### src/rtl/fir_mac_sched_if.sv
// Sample/coefficient/result bundle for the time-multiplexed FIR MAC scheduler.
// The master modport drives samples and coefficients; the slave modport returns results.
interface fir_mac_sched_if #(
  parameter int TAPS = 16,
  parameter int DW   = 8,
  parameter int CW   = 8,
  parameter int OW   = 8
);
  localparam int AW = $clog2(TAPS);

  logic                 in_valid;
  logic signed [DW-1:0] in_data;
  logic                 coef_we;
  logic                 coef_sel;
  logic [AW-1:0]        coef_addr;
  logic signed [CW-1:0] coef_data;
  logic                 clr_ovr;
  logic                 busy;
  logic                 out_valid;
  logic signed [OW-1:0] out_a;
  logic signed [OW-1:0] out_b;
  logic                 overrun;

  modport master (
    output in_valid, in_data, coef_we, coef_sel, coef_addr, coef_data, clr_ovr,
    input  busy, out_valid, out_a, out_b, overrun
  );

  modport slave (
    input  in_valid, in_data, coef_we, coef_sel, coef_addr, coef_data, clr_ovr,
    output busy, out_valid, out_a, out_b, overrun
  );
endinterface

### src/rtl/fir_mac_sched.sv
// Shared-multiplier FIR: one delay line, two coefficient banks (A = 1 MHz, B = 3 MHz),
// a single MAC walked through bank A then bank B for every accepted sample.
module fir_mac_sched #(
  parameter int TAPS  = 16,
  parameter int DW    = 8,
  parameter int CW    = 8,
  parameter int OW    = 8,
  parameter int SHIFT = 7
) (
  input  logic           clk,
  input  logic           rst,
  fir_mac_sched_if.slave bus
);
  localparam int AW  = $clog2(TAPS);
  localparam int PW  = DW + CW;
  localparam int ACW = PW + AW;

  typedef enum logic [1:0] {IDLE, MAC_A, MAC_B} state_t;

  state_t                state, state_nx;
  logic [AW-1:0]         k;
  logic signed [DW-1:0]  x  [TAPS];
  logic signed [CW-1:0]  ca [TAPS];
  logic signed [CW-1:0]  cb [TAPS];
  logic signed [ACW-1:0] acc, acc_nx, sh;
  logic signed [PW-1:0]  prod;
  logic signed [CW-1:0]  coef;
  logic signed [OW-1:0]  hold_a, res_sat, out_a_r, out_b_r;
  logic                  last, fits, out_valid_r, overrun_r;

  always_ff @(posedge clk or posedge rst) begin
    if (rst) state <= IDLE;
    else     state <= state_nx;
  end

  always_comb begin
    state_nx = state;
    last     = (k == AW'(TAPS - 1));
    unique case (state)
      IDLE:    if (bus.in_valid) state_nx = MAC_A;
      MAC_A:   if (last)         state_nx = MAC_B;
      MAC_B:   if (last)         state_nx = IDLE;
      default:                   state_nx = IDLE;
    endcase
  end

  // One MAC per edge; saturation looks at the bits above the output sign bit.
  always_comb begin
    coef   = (state == MAC_B) ? cb[k] : ca[k];
    prod   = x[k] * coef;
    acc_nx = acc + {{AW{prod[PW-1]}}, prod};
    sh     = acc_nx >>> SHIFT;
    fits   = (sh[ACW-1:OW-1] == '0) || (sh[ACW-1:OW-1] == '1);
    if (fits)           res_sat = sh[OW-1:0];
    else if (sh[ACW-1]) res_sat = {1'b1, {(OW-1){1'b0}}};
    else                res_sat = {1'b0, {(OW-1){1'b1}}};
  end

  always_ff @(posedge clk or posedge rst) begin
    if (rst) begin
      for (int unsigned i = 0; i < TAPS; i++) begin
        x[i]  <= '0;
        ca[i] <= '0;
        cb[i] <= '0;
      end
      acc         <= '0;
      k           <= '0;
      hold_a      <= '0;
      out_a_r     <= '0;
      out_b_r     <= '0;
      out_valid_r <= 1'b0;
      overrun_r   <= 1'b0;
    end else begin
      out_valid_r <= 1'b0;
      if (bus.in_valid && state != IDLE) overrun_r <= 1'b1;
      else if (bus.clr_ovr)              overrun_r <= 1'b0;

      unique case (state)
        IDLE: begin
          if (bus.coef_we) begin
            if (bus.coef_sel) cb[bus.coef_addr] <= bus.coef_data;
            else              ca[bus.coef_addr] <= bus.coef_data;
          end
          if (bus.in_valid) begin
            for (int unsigned i = TAPS - 1; i > 0; i--) x[i] <= x[i-1];
            x[0] <= bus.in_data;
            acc  <= '0;
            k    <= '0;
          end
        end
        MAC_A: begin
          if (last) begin
            hold_a <= res_sat;
            acc    <= '0;
            k      <= '0;
          end else begin
            acc <= acc_nx;
            k   <= k + 1'b1;
          end
        end
        MAC_B: begin
          if (last) begin
            out_a_r     <= hold_a;
            out_b_r     <= res_sat;
            out_valid_r <= 1'b1;
            acc         <= '0;
            k           <= '0;
          end else begin
            acc <= acc_nx;
            k   <= k + 1'b1;
          end
        end
        default: ;
      endcase
    end
  end

  always_comb begin
    bus.busy      = (state != IDLE);
    bus.out_valid = out_valid_r;
    bus.out_a     = out_a_r;
    bus.out_b     = out_b_r;
    bus.overrun   = overrun_r;
  end
endmodule

### src/flat_wrapper.sv
// flat-port wrapper written by rule: the top's interface ports become plain ports
module fir_mac_sched_flat 
#(
  parameter int TAPS  = 16,
  parameter int DW    = 8,
  parameter int CW    = 8,
  parameter int OW    = 8,
  parameter int SHIFT = 7
)
  (clk, rst, bus_in_valid, bus_in_data, bus_coef_we, bus_coef_sel, bus_coef_addr, bus_coef_data, bus_clr_ovr, bus_busy, bus_out_valid, bus_out_a, bus_out_b, bus_overrun);
  fir_mac_sched_if #(.TAPS(TAPS), .DW(DW), .CW(CW), .OW(OW)) bus_i ();
  input  logic clk;
  input  logic rst;
  input wire logic [$bits(bus_i.in_valid)-1:0] bus_in_valid;
  input wire logic [$bits(bus_i.in_data)-1:0] bus_in_data;
  input wire logic [$bits(bus_i.coef_we)-1:0] bus_coef_we;
  input wire logic [$bits(bus_i.coef_sel)-1:0] bus_coef_sel;
  input wire logic [$bits(bus_i.coef_addr)-1:0] bus_coef_addr;
  input wire logic [$bits(bus_i.coef_data)-1:0] bus_coef_data;
  input wire logic [$bits(bus_i.clr_ovr)-1:0] bus_clr_ovr;
  output wire logic [$bits(bus_i.busy)-1:0] bus_busy;
  output wire logic [$bits(bus_i.out_valid)-1:0] bus_out_valid;
  output wire logic [$bits(bus_i.out_a)-1:0] bus_out_a;
  output wire logic [$bits(bus_i.out_b)-1:0] bus_out_b;
  output wire logic [$bits(bus_i.overrun)-1:0] bus_overrun;
  assign bus_i.in_valid = bus_in_valid;
  assign bus_i.in_data = bus_in_data;
  assign bus_i.coef_we = bus_coef_we;
  assign bus_i.coef_sel = bus_coef_sel;
  assign bus_i.coef_addr = bus_coef_addr;
  assign bus_i.coef_data = bus_coef_data;
  assign bus_i.clr_ovr = bus_clr_ovr;
  assign bus_busy = bus_i.busy;
  assign bus_out_valid = bus_i.out_valid;
  assign bus_out_a = bus_i.out_a;
  assign bus_out_b = bus_i.out_b;
  assign bus_overrun = bus_i.overrun;
  fir_mac_sched #(.TAPS(TAPS), .DW(DW), .CW(CW), .OW(OW), .SHIFT(SHIFT)) u_core (.clk(clk), .rst(rst), .bus(bus_i));
endmodule
### config.mk
export PLATFORM = sky130hd
export DESIGN_NAME = fir_mac_sched_flat
export DESIGN_NICKNAME = d
export VERILOG_FILES = /design/src/rtl/fir_mac_sched_if.sv /design/src/rtl/fir_mac_sched.sv /design/src/flat_wrapper.sv
export SDC_FILE = /design/constraint.sdc
export NUM_CORES = 1
export LEC_CHECK = 0
export CORE_AREA = 2 2 205 207
export CTS_CLUSTER_SIZE = 10
export DETAILED_ROUTE_END_ITERATION = 10
export DIE_AREA = 0 0 207 209
export GPL_ROUTABILITY_DRIVEN = 0
export PLACE_DENSITY = 0.81
export SETUP_SLACK_MARGIN = 0.3
export SYNTH_ARGS = -nofsm -noshare
export SYNTH_HDL_FRONTEND = slang
export SYNTH_SLANG_ARGS = --single-unit
### constraint.sdc
create_clock -name clk -period 15.7 [get_ports clk]
set_clock_uncertainty 0.2 [all_clocks]
set_input_delay 1.57 -clock clk [delete_from_list [all_inputs] [get_ports clk]]
set_output_delay 1.57 -clock clk [all_outputs]
set_load 0.05 [all_outputs]
Word-level counts from Yosys, hierarchy flattened
Cells that the tools add are included.
{"block": "word_totals", "input_bits": 26, "ff_bits": 436, "out_inout_bits": 19, "elab_cells": 118}
{"block": "op_classes", "reduce_logical": 16, "n_eq_ne": 7, "add_sub_neg": 2, "order_cmp": 3, "bitwise": 3, "mux": 30, "multipliers": 1}
{"cell": "128-bit bitwise mux", "count": 2}
{"cell": "8-bit binary-select mux with 4-bit select", "count": 3}
{"cell": "8-bit two-way mux", "count": 10}
{"cell": "20-bit two-way mux", "count": 2}
{"cell": "20-bit one-hot mux with 2 select lines", "count": 1}
{"cell": "8-bit demux with 4-bit select", "count": 1}
{"cell": "20-bit adder", "count": 1}
{"cell": "8-bit by 8-bit multiplier with 16-bit output", "count": 1}
{"cell": "13-bit == test (second input constant)", "count": 1}
{"cell": "13-bit zero test", "count": 1}
{"cell": "5-bit >= comparator (second input constant)", "count": 2}
{"cell": "4-bit inverter with 5-bit output", "count": 2}
{"cell": "3-bit AND reduction", "count": 3}
{"cell": "4-bit two-way mux", "count": 2}
{"cell": "4-bit one-hot mux with 2 select lines", "count": 1}
{"cell": "2-bit AND reduction", "count": 4}
{"cell": "2-bit two-way mux", "count": 3}
{"cell": "2-bit one-hot mux with 3 select lines", "count": 1}
{"cell": "2-bit nonzero test", "count": 3}
{"cell": "5-bit by 1-bit less-than comparator with 1-bit output (second input constant)", "count": 1}
{"cell": "4-bit by 1-bit adder with 4-bit output (second input constant)", "count": 1}
{"cell": "4-bit == test (second input constant)", "count": 1}
{"cell": "1-bit two-way mux", "count": 4}
{"cell": "2-bit by 1-bit inequality test with 1-bit output (second input constant)", "count": 2}
{"cell": "other kinds (8)", "count": 9}

Logic depth before layout (Yosys ltp)
Gate-level depths: netlist of the first run.
{"block": "depth", "ltp_word": 10, "mapped_depth": 37, "depth_no_buf": 32}

Worst setup path after synthesis of the first run
OpenSTA, ideal clock, no wires.
{"block": "synth_path", "path_kind": "register to register", "from": "reg u_core.k[0]", "to": "reg u_core.hold_a[0]", "arrival_time_ns": 8.246, "path_stages_with_launch": 35, "setup_time_ns": 0.077, "slack_ns": 7.176, "required_time_ns": 15.423, "synth_period_minus_slack_ns": 8.524, "n_path_buf": 4, "cell_sequence": "dfrtp_1 > buf_2 > buf_2 > buf_2 > mux4_2 > mux4_2 > mux2i_1 > nor2_1 > fa_1 > inv_1 > fa_1 > inv_1 > fa_1 > inv_1 > fa_1 > inv_1 > ha_1 > a21oi_1 > o21bai_1 > a21oi_1 > o21bai_1 > a21oi_1 > o21bai_1 > a21oi_1 > xnor2_1 > ha_1 > clkbuf_1 > and3_1 > a221oi_1 > a21bo_2 > o41ai_4 > xor2_2 > o41ai_2 > nand2_1 > a21oi_1"}
{"block": "synth_between", "elab_chain_len": 10, "word_cells_on_any_way": 20, "classes_between": "1 x add/sub; 1 x mul; 2 x eq/ne; 12 x mux; 1 x bitwise; 3 x reduce/logical"}
{"element": "start, declared", "line_no": "fir_mac_sched.sv:21", "source": "logic [AW-1:0] k;"}
{"element": "start signal, assigned", "line_no": "fir_mac_sched.sv:98", "source": "k <= k + 1'b1;"}
{"element": "start signal, assigned", "line_no": "fir_mac_sched.sv:110", "source": "k <= k + 1'b1;"}
{"element": "4-bit inverter with 5-bit output (not written as such)", "line_no": "fir_mac_sched.sv:49, fir_mac_sched.sv:50"}
{"element": "8-bit binary-select mux with 4-bit select", "line_no": "fir_mac_sched.sv:49", "source": "coef = (state == MAC_B) ? cb[k] : ca[k];"}
{"element": "8-bit two-way mux (not written as such) (2 in a row)", "line_no": "fir_mac_sched.sv:49"}
{"element": "8-bit two-way mux", "line_no": "fir_mac_sched.sv:49"}
{"element": "8-bit by 8-bit multiplier with 16-bit output", "line_no": "fir_mac_sched.sv:50", "source": "prod = x[k] * coef;"}
{"element": "20-bit adder", "line_no": "fir_mac_sched.sv:51", "source": "acc_nx = acc + {{AW{prod[PW-1]}}, prod};"}
{"element": "13-bit == test / 13-bit zero test (equally long branches)", "line_no": "fir_mac_sched.sv:53", "source": "fits = (sh[ACW-1:OW-1] == '0) || (sh[ACW-1:OW-1] == '1);"}
{"element": "1-bit logical OR", "line_no": "fir_mac_sched.sv:53"}
{"element": "8-bit two-way mux", "line_no": "fir_mac_sched.sv:54", "source": "if (fits) res_sat = sh[OW-1:0];"}
{"element": "end signal, assigned", "line_no": "fir_mac_sched.sv:93", "source": "hold_a <= res_sat;"}
{"element": "end, declared", "line_no": "fir_mac_sched.sv:28", "source": "logic signed [OW-1:0] hold_a, res_sat, out_a_r, out_b_r;"}
Parallel ways exist; a longest one is shown, timed or not. The select of a mux whose other input is x is not followed.
A chain may end at the register's enable or synchronous reset.

Final worst setup path of the first run
{"block": "layout_path", "from": "reg u_core.k[0]", "to": "reg u_core.hold_a[5]"}
The elaborated chain is that of the path after synthesis.

==> results of run 1 <==
through the flow:
| stage | utilization [%] | std cells | instance area, sq um |
|---|---|---|---|
| 2_1_floorplan | - | 1643 | 22720 |
| 5_1_grt | 60.54 | 2219 | 25000 |
| 6_report | 60.54 | 2219 | 25000 |
| 4_1_cts | 60.54 | 2219 | 25000 |
| 3_5_place_dp | 57.22 | 2157 | 23630 |
| 3_3_place_gp | 57.22 | 2157 | 23630 |
metal layers:
| layer | vias up | global-route usage, % |
|---|---|---|
| li1 | 5893 | - |
| met1 | 7074 | 30.65 |
| met2 | 351 | 36.76 |
| met3 | 97 | 4.148 |
| met4 | 0 | 8.670 |
| met5 | - | 0 |
Yosys cell counts, drive strengths merged, types with 5 or more instances:
| master | count |
|---|---|
| a211oi | 5 |
| a21o | 6 |
| a21oi | 40 |
| a22o | 12 |
| and3 | 5 |
| buf | 22 |
| clkbuf | 60 |
| dfrtp | 436 |
| fa | 56 |
| ha | 53 |
| inv | 93 |
| mux2 | 393 |
| mux2i | 14 |
| mux4 | 114 |
| nand2 | 84 |
| nand2b | 13 |
| nand3 | 12 |
| nor2 | 89 |
| nor2b | 19 |
| o211ai | 6 |
| o21a | 5 |
| o21ai | 33 |
| xnor2 | 25 |
| xor2 | 10 |
how the worst min path moves through the flow:
| stage | start | endpoint | slack, ns | cells after the start |
|---|---|---|---|---|
| after detailed placement | u_core.bus.out_a[6] | u_core.bus.out_a[6] | 0.27 | 2 |
| final | u_core.bus.out_a[6] | u_core.bus.out_a[6] | 0.27 | 2 |
| after floorplan | u_core.hold_a[7] | u_core.bus.out_a[7] | 0.23 | 2 |
| after CTS | u_core.bus.out_a[6] | u_core.bus.out_a[6] | 0.28 | 2 |
| after global routing | u_core.bus.out_a[6] | u_core.bus.out_a[6] | 0.29 | 2 |
| after global placement | u_core.bus.out_a[2] | u_core.bus.out_a[2] | 0.26 | 2 |
worst max-delay path: cells and delay by family, from the launching register on:
| kind | cells | cell delay, ns |
|---|---|---|
| buffers and inverters | 6 | 1.52 |
| AO/OA/AOI/OAI | 12 | 2.72 |
| AND/OR/NAND/NOR | 3 | 0.54 |
| multiplexers | 3 | 1.61 |
| adder cells (fa/ha/maj) | 6 | 2.73 |
| XOR/XNOR | 2 | 0.24 |
| flip-flops | 1 | 0.85 |
state kept, by name (all words and copies together) (netlist names):
name / flops
u_core.acc: 20
u_core.bus.out_a: 8
u_core.bus.out_b: 8
u_core.bus.out_valid: 1
u_core.bus.overrun: 1
u_core.ca: 128
u_core.cb: 128
u_core.hold_a: 8
u_core.k: 4
u_core.state: 2
u_core.x: 128
kinds of logic (layout without fill, tap and decap cells):
logic type                 count (synthesis)  in the layout
muxes                                    521            521
DFF                                      436            436
and+or+nand+nor                          237            237
buffers and inverters                    176            213
AOI/OAI and AO/OA                        129            129
adders and majority gates                109            109
xor gates and xnor gates                  35             35
area by class of cell:
class,count,area [sq um]
Clock buffer,58,1333
Timing Repair Buffer,57,538.0
Fill cell,2952,16290
Inverter,94,360.3
Clock inverter,4,38.79
Multi-Input combinational cell,1031,11130
Tap cell,539,674.4
Sequential cell,436,10920
==> results.json, run 1 <==
{
  "max-clock-path-buffers": 3,
  "grt_setup_unrepaired": "no",
  "period_needed_ns": 10.58,
  "critPathMaxFanout": 39,
  "path_common_cell": "a21oi_1",
  "critical_path_arrival_ns": 10.86,
  "ant_nets": 0,
  "slowest_delay_ns": 0.85,
  "ys_ff_latch": 436,
  "post-place-ws_ns": 5.137,
  "cts.clk_slew.worst_paths_ns": 0.06,
  "synthMuxAreaShare_pct": 31.41,
  "wl_met1_mm": 20.34,
  "fp.dieH_microns": 209,
  "top_layer": "met4",
  "path_class": "flop to flop",
  "postSynthCellCount": 1643,
  "slew_violations": 0,
  "clock.fmax_mhz": 94.56,
  "syn2layout_area_growth_pct": 10.02,
  "met3_length_mm": 2.716,
  "drt-wirelength-per-cell_microns": 21.45,
  "crit_end": "u_core.hold_a[5]",
  "ff2ff_path_depth": 32,
  "status": "finished clean",
  "cp-startpoint": "u_core.k[0]",
  "clk_latency_ns": 0.57,
  "cts-root-buf": "clkbuf_16",
  "hpwl_mm": 30.97,
  "synth_top_family_by_area": "multiplexers",
  "num-nets-final": 1805,
  "worstMarginPinSlew_ns": 1.342,
  "reg2reg_slack_ns": 5.12,
  "yosysUniqueCellTypes": 53,
  "r2r_end": "u_core.hold_a[5]",
  "layout_common_cells": "433 x dfrtp_1, 390 x mux2_2, 114 x mux4_2",
  "cp-end-kind": "flop",
  "synth_top_area_cell": "dfrtp_1",
  "cts.repair.resized": 0,
  "seq_area_frac_synth_pct": 48.02,
  "postLayoutSetupSlackWorst_ns": 5.125,
  "h-tree-depth": 2,
  "grt_overflow_total": 0,
  "core_area_sq_um": 41290,
  "drc": 0,
  "synth_flop_cell": "dfrtp_1",
  "die_w_microns": 207,
  "synth_edf_count": 0,
  "wl_met2_mm": 22.94,
  "syn_avg_cell_area_sq_um": 13.83,
  "period_share_pct": 67.36,
  "synthSimpleGateAreaFrac_pct": 4.599,
  "grt_pass1_vias": 14440,
  "yosysWarnings": 0,
  "layout_commonest_cell": "dfrtp_1",
  "hold_viol_final": 0,
  "synth.area.top_cells": "dfrtp_1 48%, mux2_2 19%, mux4_2 11%, fa_1 4.9%, ha_1 2.9%",
  "pin_count": 45,
  "syn_area_sq_um": 22720,
  "hold_class": "flop to flop",
  "grt_max_degree": 125,
  "relSlewSlack_pct": 10.22,
  "setup_viol": 0,
  "num_rows": 75,
  "drtPass1Iterations": 5,
  "cpMaxStageDelayCell": "dfrtp_4",
  "async_flop_share_pct": 100.0,
  "drv_cap": 0,
  "crit_required_ns": 15.99,
  "syn-num-nets": 1778,
  "cts.sinks": 436,
  "antenna_cells": 0,
  "synth_top_area_share_pct": 48.02,
  "antenna_found_initial": 0,
  "vias": 13420,
  "port_buffers": 44,
  "synth-xor-area-share_pct": 1.382,
  "hold_slack_ns": 0.2705,
  "cts_hold_buf": 0,
  "synth_fa_ha_area_share_pct": 7.853,
  "via_per_inst": 6.046,
  "worst_setup_path_start_kind": "flop",
  "timing.rr.start": "u_core.k[0]",
  "layout-drive-gt1-share_pct": 35.24,
  "fp.dieArea_sq_um": 43260,
  "drt_iter0_drc": 1127,
  "synth_compound_area_share_pct": 3.723,
  "wirelength_mm": 47.60,
  "grt_usage_pct": 22.63,
  "cts_buffers": 50,
  "tritoncts": "built",
  "post-cts-setup-buffers": 0,
  "grt_pass1_wl_mm": 77.90,
  "fin_setup_tns_ns": 0,
  "start_util_pct": 55.02
}
Power of run 1 is not shown: default switching activity piles up to over one toggle a cycle in this logic, so the estimate is an artifact.
==> run 2: changes to the inputs <==
==> constraint.sdc (replaced) <==
create_clock -name clk -period 10.73 [get_ports clk]
set_clock_uncertainty 0.2 [all_clocks]
set_input_delay 1.073 -clock clk [delete_from_list [all_inputs] [get_ports clk]]
set_output_delay 1.073 -clock clk [all_outputs]
set_load 0.05 [all_outputs]
==> run 2 against run 1 <==
Critical path depth fell by 1. Sequential share of layout area shrank 0.10 points. Core utilization is 0.15 points higher. Global-route usage hardly changed. First-iteration DRC count down 15%. Largest cell class unchanged.
==> results.json, run 2 (synthesis gave the netlist of run 1 again) <==
{
  "fin_cells": 2224,
  "relSlewSlack_pct": 11.98,
  "cpMaxStageDelayCell": "dfrtp_4",
  "grt_pass1_wl_mm": 78.58,
  "min_delay_worst_endpoint": "u_core.bus.out_a[7]",
  "start_util_pct": 55.02,
  "grt_overflow_total": 0,
  "path_common_cell": "a21oi_1",
  "core_area_sq_um": 41290,
  "reg_top3": "u_core.ca (128), u_core.cb (128), u_core.x (128)",
  "clk_latency_ns": 0.58,
  "crit_required_ns": 11.03,
  "grt_pass1_vias": 14580,
  "worst_setup_path_start_kind": "flop",
  "period_needed_ns": 9.475,
  "vias": 13520,
  "hold_class": "flop to flop",
  "tritoncts": "built",
  "cts.sinks": 436,
  "via_per_inst": 6.080,
  "fin_setup_tns_ns": 0,
  "cts.clk_slew.worst_paths_ns": 0.06,
  "ant_nets": 0,
  "drv_cap": 0,
  "cts_buffers": 50,
  "cts_hold_buf": 0,
  "port_buffers": 44,
  "hpwl_mm": 32.09,
  "num-nets-final": 1809,
  "cts.repair.resized": 0,
  "drtPass1Iterations": 7,
  "critPathMaxFanout": 24,
  "layout_common_cells": "433 x dfrtp_1, 390 x mux2_2, 114 x mux4_2",
  "critical_path_arrival_ns": 9.78,
  "hold_depth": 2,
  "holdCritStartpoint": "u_core.bus.out_a[7]",
  "drt-wirelength-per-cell_microns": 21.37,
  "final_area_sq_um": 25060,
  "r2r_end": "u_core.hold_a[0]",
  "path_class": "flop to flop",
  "antenna_found_initial": 1,
  "status": "finished clean",
  "reg2reg_slack_ns": 1.25,
  "slew_violations": 0,
  "ff2ff_path_depth": 31,
  "wirelength_mm": 47.53,
  "num_rows": 75,
  "layout_commonest_cell": "dfrtp_1",
  "post-cts-setup-buffers": 0,
  "worstMarginPinSlew_ns": 1.316,
  "period_share_pct": 88.31,
  "die_w_microns": 207,
  "slowest_delay_ns": 0.76,
  "fp.dieArea_sq_um": 43260,
  "drt_iter0_drc": 954,
  "dp.cells": 2161,
  "layout-drive-gt1-share_pct": 35.33,
  "cts-root-buf": "clkbuf_16",
  "hold_viol_final": 0,
  "syn2layout_area_growth_pct": 10.29,
  "placed_area_sq_um": 23700,
  "fp.dieH_microns": 209,
  "grt_usage_pct": 22.66,
  "clock.fmax_mhz": 105.5,
  "h-tree-depth": 2,
  "grt_max_degree": 185,
  "pin_count": 45,
  "timing.rr.start": "u_core.k[0]",
  "setup_viol": 0,
  "cp-end-kind": "flop",
  "drc": 0,
  "grt_setup_unrepaired": "no",
  "max-clock-path-buffers": 3
}
==> run 2: worst max path at each step <==
| stage | from | endpoint | slack, ns | cells after the start |
|---|---|---|---|---|
| floorplan | u_core.k[0] | u_core.hold_a[0] | 2.21 | 34 |
| global placement | u_core.k[0] | u_core.hold_a[6] | 1.53 | 31 |
| detailed placement | u_core.k[0] | u_core.hold_a[0] | 1.26 | 31 |
| CTS | u_core.k[0] | u_core.hold_a[0] | 1.23 | 31 |
| global route | u_core.k[0] | u_core.hold_a[0] | 0.63 | 31 |
| finish | u_core.k[0] | u_core.hold_a[0] | 1.25 | 31 |
==> run 2: final cells by class <==
type | instances | area (sq um)
Multi-Input combinational cell | 1031 | 11130
Antenna cell | 1 | 2.502
Fill cell | 2976 | 16230
Inverter | 94 | 356.6
Clock buffer | 58 | 1311
Tap cell | 539 | 674.4
Timing Repair Buffer | 61 | 618.1
Sequential cell | 436 | 10920
Clock inverter | 4 | 41.29
==> run 2: routing by layer <==
metal  vias to the layer above  share of wire, %  global-route usage, %
met2                       347                49                  36.60
met3                        91               4.6                  3.141
met5                         -                 0                      0
li1                       5924                 -                      -
met1                      7159                43                  31.33
met4                         0               3.3                  9.286
==> run 2: critical path, delay by kind of cell, from the launching register on <==
family                   cells  cell delay [ns]
AO/OA/AOI/OAI               12             2.71
XOR/XNOR                     2             0.24
adder cells (fa/ha/maj)      6             2.69
buffers and inverters        5             0.67
flip-flops                   1             0.76
multiplexers                 3             1.56
AND/OR/NAND/NOR              3             0.55
==> run 2: stage by stage <==
step / hold slack (ns) / util (%) / setup slack, ns
after floorplan: 0.2348 / - / 2.206
after global placement: 0.2602 / 57.40 / 1.530
after detailed placement: 0.2617 / 57.40 / 1.265
after CTS: 0.2750 / 60.68 / 1.225
after global routing: 0.2910 / 60.68 / 0.6286
final: 0.2675 / 60.68 / 1.255
Power of run 2 is left out for the same reason.
==> run 3: changes to the inputs <==
--- a/config.mk
+++ b/config.mk
@@ -5,12 +5,12 @@
 export SDC_FILE = /design/constraint.sdc
 export NUM_CORES = 1
 export LEC_CHECK = 0
-export CORE_AREA = 2 2 205 207
+export CORE_AREA = 2 2 228 230
 export CTS_CLUSTER_SIZE = 10
 export DETAILED_ROUTE_END_ITERATION = 10
-export DIE_AREA = 0 0 207 209
+export DIE_AREA = 0 0 230 232
 export GPL_ROUTABILITY_DRIVEN = 0
-export PLACE_DENSITY = 0.81
+export PLACE_DENSITY = 0.69
 export SETUP_SLACK_MARGIN = 0.3
 export SYNTH_ARGS = -nofsm -noshare
 export SYNTH_HDL_FRONTEND = slang
==> run 3 against run 2 <==
Non-clock buffer count up 4. Register-to-register slack worse by 0.07 ns. Cell count up 6.8%. Hold slack better by 0.0050 ns. Design area up 1.5%. Sequential share of layout area down 0.64 points. Worst setup slack worse by 0.070 ns. Count of clock-buffer cells in the layout up 4. Global-route usage down 3.7 points. Flip-flop and latch count unchanged. Via count down 1.9%. Critical path type unchanged. Maximum frequency down 0.74%.
==> results.json, run 3 (synthesis gave the netlist of run 1 again) <==
{
  "grt_pass1_wl_mm": 79.86,
  "fill_cells": 4319,
  "grt_usage_pct": 18.99,
  "clk_latency_ns": 0.62,
  "hpwl_mm": 32.57,
  "wirelength_mm": 48.84,
  "status": "finished clean",
  "layout_commonest_cell": "dfrtp_1",
  "grt_pass1_vias": 14220,
  "path_common_cell": "fa_1",
  "ant_nets": 0,
  "setup_viol": 0,
  "cpMaxStageDelayCell": "dfrtp_4",
  "tritoncts": "built",
  "path_class": "flop to flop",
  "num_rows": 83,
  "grt_setup_unrepaired": "no",
  "grt_overflow_total": 0,
  "post-cts-setup-buffers": 0,
  "worstMarginPinSlew_ns": 1.240,
  "cts.sinks": 436,
  "core_area_sq_um": 50890,
  "drc": 0,
  "drtPass1Iterations": 5,
  "cts.clk_slew.worst_paths_ns": 0.06,
  "period_needed_ns": 9.546,
  "fin_setup_tns_ns": 0,
  "fp.dieH_microns": 232,
  "relSlewSlack_pct": 17.05,
  "port_buffers": 44,
  "drt_iter0_drc": 921,
  "slew_violations": 0,
  "antenna_found_initial": 0,
  "cp-end-kind": "flop",
  "critical_path_arrival_ns": 9.86,
  "via_per_inst": 5.583,
  "num-nets-final": 1815,
  "cts_hold_buf": 0,
  "clock.fmax_mhz": 104.8,
  "max-clock-path-buffers": 3,
  "cts-root-buf": "clkbuf_16",
  "regArea_sq_um": 10920,
  "reg_top3": "u_core.ca (128), u_core.cb (128), u_core.x (128)",
  "slowest_delay_ns": 0.88,
  "hold_class": "flop to flop",
  "die_w_microns": 230,
  "layout-drive-gt1-share_pct": 35.79,
  "fp.dieArea_sq_um": 53360,
  "cts_buffers": 52,
  "crit_required_ns": 11.04,
  "cts.repair.resized": 0,
  "period_share_pct": 88.96,
  "critPathMaxFanout": 33,
  "drv_cap": 0,
  "grt_max_degree": 176,
  "start_util_pct": 44.65,
  "h-tree-depth": 2,
  "vias": 13270,
  "worst_setup_path_start_kind": "flop",
  "antenna_cells": 0,
  "multiInputGateArea_sq_um": 11140,
  "layout_common_cells": "433 x dfrtp_1, 390 x mux2_2, 114 x mux4_2",
  "syn2layout_area_growth_pct": 11.93,
  "pin_count": 45,
  "drt-wirelength-per-cell_microns": 20.56,
  "hold_viol_final": 0
}
[run 3: changes by cell type in the layout (fill, tap and decap cells not counted), moves of 2 or more]
cell	change
clkinv_16	+2
clkbuf_1	+2
bufinv_16	+2
inv_6	-2
clkinv_2	+2
buf_4	+5
clkbuf_16	+3
[run 3: worst paths after layout]
check,cells after the start,to,from,slack (ns)
max,27,u_core.hold_a[1],u_core.k[0],1.18
max reg2reg,27,u_core.hold_a[1],u_core.k[0],1.18
min in group asynchronous,2,u_core.ca[94],rst,0.87
min reg2reg,2,u_core.bus.out_a[5],u_core.bus.out_a[5],0.27
min,2,u_core.bus.out_a[5],u_core.bus.out_a[5],0.27
max in group asynchronous,4,u_core.x[68],rst,7.06
[run 3: critical path, delay by kind of cell, from the launching register on]
kind                     cells  cell delay [ns]
XOR/XNOR                     2             0.32
adder cells (fa/ha/maj)      6             2.69
buffers and inverters        3             0.44
multiplexers                 3             1.62
flip-flops                   1             0.88
AND/OR/NAND/NOR              5             0.93
AO/OA/AOI/OAI                8             2.33
[run 3: metal layers]
layer / up-vias / global-route usage, % / wire [microns]
met4: 0 / 5.161 / 1119
met3: 73 / 3.389 / 2034
met2: 262 / 31.49 / 23800
met5: - / 0 / 0
met1: 6999 / 25.86 / 21880
li1: 5932 / - / -
[run 3: metrics by stage]
step	setup WS [ns]	hold slack (ns)	instance area, sq um	std cells	utilization [%]
global placement	1.460	0.2576	23900	2306	46.98
detailed placement	1.220	0.2601	23900	2306	46.98
finish	1.184	0.2725	25430	2376	49.97
global route	0.4072	0.3111	25430	2376	49.97
CTS	1.154	0.2749	25430	2376	49.97
floorplan	2.206	0.2348	22720	1643	-
[run 3: layout make-up]
| cell class | instances | area share (%) |
|---|---|---|
| multi-input combinational | 1031 | 43.82 |
| clock inverter | 8 | 0.5708 |
| inverter | 94 | 1.402 |
| tap | 680 | 3.346 |
| timing repair buffer | 65 | 2.500 |
| sequential | 436 | 42.94 |
| clock buffer | 62 | 5.427 |
Power of run 3 is left out for the same reason.
